==> src/rtl/gray_extract_stream.sv <==
// Two-stage streaming luminance extractor: gray = floor((R+G+B)/3), RGB and sideband forwarded aligned.
// Optional per-frame gray min/max statistics enabled by defining GRAY_STATS_EN.
module gray_extract_stream #(
    parameter int DW = 8
) (
    input  logic          iCLK,
    input  logic          iRST,
    input  logic [DW-1:0] iR,
    input  logic [DW-1:0] iG,
    input  logic [DW-1:0] iB,
    input  logic          iSOF,
    input  logic          iEOF,
    input  logic          iVALID,
    output logic          oREADY,
    output logic [DW-1:0] oR,
    output logic [DW-1:0] oG,
    output logic [DW-1:0] oB,
    output logic [DW-1:0] oGRAY,
    output logic          oSOF,
    output logic          oEOF,
    output logic          oVALID,
    input  logic          iREADY,
    output logic [DW-1:0] oMIN,
    output logic [DW-1:0] oMAX,
    output logic          oSTAT_VALID
);

    localparam int SW = DW + 2;
    localparam int PW = 21;

    logic          adv;
    logic [SW-1:0] sum_d;
    logic [PW-1:0] prod;
    logic [DW-1:0] gray_d;

    logic          v1_q, sof1_q, eof1_q;
    logic [SW-1:0] sum1_q;
    logic [DW-1:0] r1_q, g1_q, b1_q;

    logic          v2_q, sof2_q, eof2_q;
    logic [DW-1:0] gray2_q, r2_q, g2_q, b2_q;

    logic          unused_prod_bits;

    assign adv    = ~v2_q | iREADY;
    assign oREADY = adv;

    assign sum_d  = {2'b00, iR} + {2'b00, iG} + {2'b00, iB};
    // 683/2048 is a reciprocal of 3 that floors exactly for every sum below 2048
    assign prod   = PW'(sum1_q) * 21'd683;
    assign gray_d = prod[11 +: DW];
    assign unused_prod_bits = ^{prod[PW-1:11+DW], prod[10:0]};

    // Both pipeline stages advance together; a stall freezes everything
    always_ff @(posedge iCLK) begin
        if (iRST) begin
            v1_q    <= 1'b0;
            sof1_q  <= 1'b0;
            eof1_q  <= 1'b0;
            sum1_q  <= {SW{1'b0}};
            r1_q    <= {DW{1'b0}};
            g1_q    <= {DW{1'b0}};
            b1_q    <= {DW{1'b0}};
            v2_q    <= 1'b0;
            sof2_q  <= 1'b0;
            eof2_q  <= 1'b0;
            gray2_q <= {DW{1'b0}};
            r2_q    <= {DW{1'b0}};
            g2_q    <= {DW{1'b0}};
            b2_q    <= {DW{1'b0}};
        end else if (adv) begin
            v1_q    <= iVALID;
            sof1_q  <= iSOF;
            eof1_q  <= iEOF;
            sum1_q  <= sum_d;
            r1_q    <= iR;
            g1_q    <= iG;
            b1_q    <= iB;
            v2_q    <= v1_q;
            sof2_q  <= sof1_q;
            eof2_q  <= eof1_q;
            gray2_q <= gray_d;
            r2_q    <= r1_q;
            g2_q    <= g1_q;
            b2_q    <= b1_q;
        end
    end

    assign oVALID = v2_q;
    assign oGRAY  = gray2_q;
    assign oR     = r2_q;
    assign oG     = g2_q;
    assign oB     = b2_q;
    assign oSOF   = sof2_q;
    assign oEOF   = eof2_q;

`ifdef GRAY_STATS_EN
    logic          hs;
    logic          in_frame_q, stat_v_q;
    logic [DW-1:0] run_min_q, run_max_q, omin_q, omax_q;
    logic [DW-1:0] fmin_d, fmax_d;

    assign hs = v2_q & iREADY;

    // Running extrema including the beat currently on the output
    always_comb begin
        fmin_d = run_min_q;
        fmax_d = run_max_q;
        if (sof2_q) begin
            fmin_d = gray2_q;
            fmax_d = gray2_q;
        end else begin
            fmin_d = (gray2_q < run_min_q) ? gray2_q : run_min_q;
            fmax_d = (gray2_q > run_max_q) ? gray2_q : run_max_q;
        end
    end

    // Statistics track only handshaken beats inside an SOF-opened frame
    always_ff @(posedge iCLK) begin
        if (iRST) begin
            in_frame_q <= 1'b0;
            stat_v_q   <= 1'b0;
            run_min_q  <= {DW{1'b0}};
            run_max_q  <= {DW{1'b0}};
            omin_q     <= {DW{1'b0}};
            omax_q     <= {DW{1'b0}};
        end else begin
            stat_v_q <= 1'b0;
            if (hs && (sof2_q || in_frame_q)) begin
                run_min_q <= fmin_d;
                run_max_q <= fmax_d;
                if (eof2_q) begin
                    omin_q     <= fmin_d;
                    omax_q     <= fmax_d;
                    stat_v_q   <= 1'b1;
                    in_frame_q <= 1'b0;
                end else begin
                    in_frame_q <= 1'b1;
                end
            end
        end
    end

    assign oMIN        = omin_q;
    assign oMAX        = omax_q;
    assign oSTAT_VALID = stat_v_q;
`else
    assign oMIN        = {DW{1'b0}};
    assign oMAX        = {DW{1'b0}};
    assign oSTAT_VALID = 1'b0;
`endif

endmodule

==> config.mk <==
export PLATFORM = sky130hd
export DESIGN_NAME = gray_extract_stream
export DESIGN_NICKNAME = d
export VERILOG_FILES = /design/src/rtl/gray_extract_stream.sv
export SDC_FILE = /design/constraint.sdc
export NUM_CORES = 1
export LEC_CHECK = 0
export ABC_CLOCK_PERIOD_IN_PS = 10600
export CORE_MARGIN = 10
export CORE_UTILIZATION = 45
export CTS_CLUSTER_DIAMETER = 120
export CTS_CLUSTER_SIZE = 10
export DETAILED_ROUTE_END_ITERATION = 8
export PLACE_DENSITY = 0.7
export SETUP_SLACK_MARGIN = 0.02
export SLEW_MARGIN = 20
export SYNTH_ARGS = -nofsm -noshare
export SYNTH_HDL_FRONTEND = slang
export SYNTH_SLANG_ARGS = --single-unit
==> constraint.sdc <==
create_clock -name iCLK -period 10.6 [get_ports iCLK]
set_input_delay 1.59 -clock iCLK [delete_from_list [all_inputs] [get_ports iCLK]]
set_output_delay 1.59 -clock iCLK [all_outputs]
set_load 0.005 [all_outputs]
==> flow_summary.toml <==
[layout]
diodes = 0
postLayoutCoreUtil_pct = 54.77
seqCellArea_um2 = 1441
drive_gt1_share_pct = 4.065
final_nets = 735
multiInputGateArea_um2 = 3019
fill_cells = 966
area_delta_synth_final_pct = 17.80

[run]
maxCapViolations = 0

[worst_setup_path]
crit_family = "buffers and inverters"
r2r_end = "oGRAY[6]"
worstPathRequired_ps = 9010
crit_buf_inv = 5
cp_max_fo = 69
cpPeakStageDelay_ps = 630
path_depth = 6
crit_path_start_kind = "input port"
criticalPathCategory = "input port to primary output"
startpoint = "iREADY"
crit_end = "oREADY"
cp_slowest_cell = "clkdlybuf4s50_1"
arrival_ps = 3760
rrSetupSlack_ps = 6090
crit_chain = "clkdlybuf4s50_1 > nor2b_4 > buf_4 > inv_2 > buf_4 > clkdlybuf4s50_1"
critPathCaptureType = "primary output"
rr_worst_depth = 14
reg2reg_from = "sum1_q[5]"

[clock_tree]
clock-sinks = 72
worst_setup_hold_path_clk_slew_ps = 80
clk_latency_ps = 350
cts_tree = "built"
cts_max_path_buffers = 2
cts_resized = 0
holdBufCountCts = 0
clockRootBuffer = "clkbuf_8"
htree_num_levels = 3
cts_setup_buffers = 0
cts_buffers = 9

[die]
ios = 83
rows = 37
start_util_pct = 46.49
core_um2 = 10370
die_h_um = 123.5
dieArea_um2 = 15250
die_x_um = 123.5

[synth]
synth_edf_count = 0
synth_seq_area_share_pct = 29.90
avgSynthCellArea_um2 = 8.671
synthArstFlopShare_pct = 0
synth-warning-count = 0
ys_types = 46
synth-seq-cells = 72
synth_top_area_cell = "dfxtp_1"
netlist_top_cells_area = "dfxtp_1, ha_1, fa_1"
netlist_area_um2 = 4821
yosys.area.top_type_share_pct = 29.90
synth_common_cells = "nand2_1, dfxtp_1, a21oi_1, ha_1, inv_1"
synth_top_flop_cell = "dfxtp_1"
yosysMostFrequentCell = "nand2_1"
netlist_instances = 556

[global_route]
grt_pass1_vias = 3862
grt_max_degree = 75
grt_overflow_total = 0
track_usage_pct = 15.21
grt_first_pass_wirelength_um = 18660
antenna_found_initial = 0

[power]
p_per_area_nw_per_um2 = 249.0
power_mw = 1.414
vdd_drop_max_mv = 0.1555
p_leak_nw = 2.603

[sta]
setup_viol = 0
maxSlewHeadroom_pct = 49.97
grt_setup_unrepaired = "no"
hold_violations = 0
worst_pin_slew_ps = 750.4
setup_tns_ps = 0
slew_viol_final = 0
finalCriticalPeriod_ps = 5352
period_share_pct = 50.49
fin_ws_ps = 5248
finClkSkew_ps = 8.833
clock.fmax_mhz = 186.8

[route]
avgViaCountPerCell = 5.161
vias = 3876
drc = 0
drt_iter0_drc = 162
wl_um = 11560
postRouteAntennaNets = 0
post_drt_wl_per_cell_um = 15.39
first_pass_iters = 4

[placement]
pre_cts_ws_ps = 5253
dpl.hpwl_um = 9007
portBuffers = 65
gp_congestion = 0.8980

[outcome]
status = "complete, no violations"

[hold_path]
hp-class = "flip-flop to flip-flop"
==> worst min-delay path by stage <==
stage | from | endpoint | slack (ps) | depth (start not counted)
finish | oB[3] | oB[3] | 450 | 2
global route | oR[1] | oR[1] | 480 | 2
CTS | oB[3] | oB[3] | 460 | 2
detailed placement | b1_q[6] | b1_q[6] | 450 | 2
global placement | eof1_q | eof1_q | 440 | 2
floorplan | b1_q[0] | b1_q[0] | 430 | 2
==> flip-flops by register name (all words and copies together), names as in the netlist, 8 cells and up <==
signal,flops
b1_q,8
g1_q,8
oB,8
oG,8
oGRAY,8
oR,8
r1_q,8
sum1_q,10
==> cells in the final DEF (no fill, tap or decap), types with 8 or more instances in the layout <==
cell type / n
a21oi_1: 70
fa_1: 30
clkdlybuf4s50_1: 64
clkbuf_8: 9
nand2_1: 124
xnor2_1: 11
conb_1: 17
ha_1: 65
nor2_1: 8
dfxtp_1: 72
inv_1: 55
o21ai_0: 11
==> per-stage QoR <==
step	instance area (um^2)	cells	hold slack [ps]
final	5679	751	453.0
after CTS	5679	751	456.9
after detailed placement	5509	735	445.5
after floorplan	4881	572	432.1
after global routing	5679	751	476.6
after global placement	5509	735	438.1
==> worst reg2reg max path, delay by kind of cell, from the launching register on <==
family,cells,cell delay (ps)
adder cells (fa/ha/maj),6,2520
buffers and inverters,2,90
flip-flops,1,510
AND/OR/NAND/NOR,3,550
XOR/XNOR,1,110
AO/OA/AOI/OAI,2,640
==> cell families after synthesis <==
family                     count (synthesis)  synth area share [%]
adders and majority gates                 95                 29.33
xor gates and xnor gates                  12                 2.180
DFF                                       72                 29.90
other                                      1               0.07779
AOI/OAI and AO/OA                        122                 15.88
buffers and inverters                     97                 8.876
and+or+nand+nor                          157                 13.76
==> power by group <==
group | internal [mW] | switching [mW]
clock | 0.0859 | 0.113
sequential | 0.302 | 0.0242
combinational | 0.376 | 0.512
total | 0.764 | 0.650
==> layout make-up <==
cell class | count | share of cell area, %
clock buffers | 10 | 2.247
flip-flops and latches | 72 | 25.38
repair buffers | 68 | 11.76
multi-input cells | 403 | 53.16
well taps | 136 | 2.996
clock inverters | 6 | 0.7491
inverters | 56 | 3.701
==> metal layers <==
layer / share of wire, % / vias up / global-route usage, %
li1: - / 1941 / -
met1: 45 / 1837 / 19.42
met2: 49 / 90 / 25.37
met3: 4.9 / 8 / 3.601
met4: 0.92 / 0 / 3.712
met5: 0 / - / 0
(Power assumes the default switching activity.)
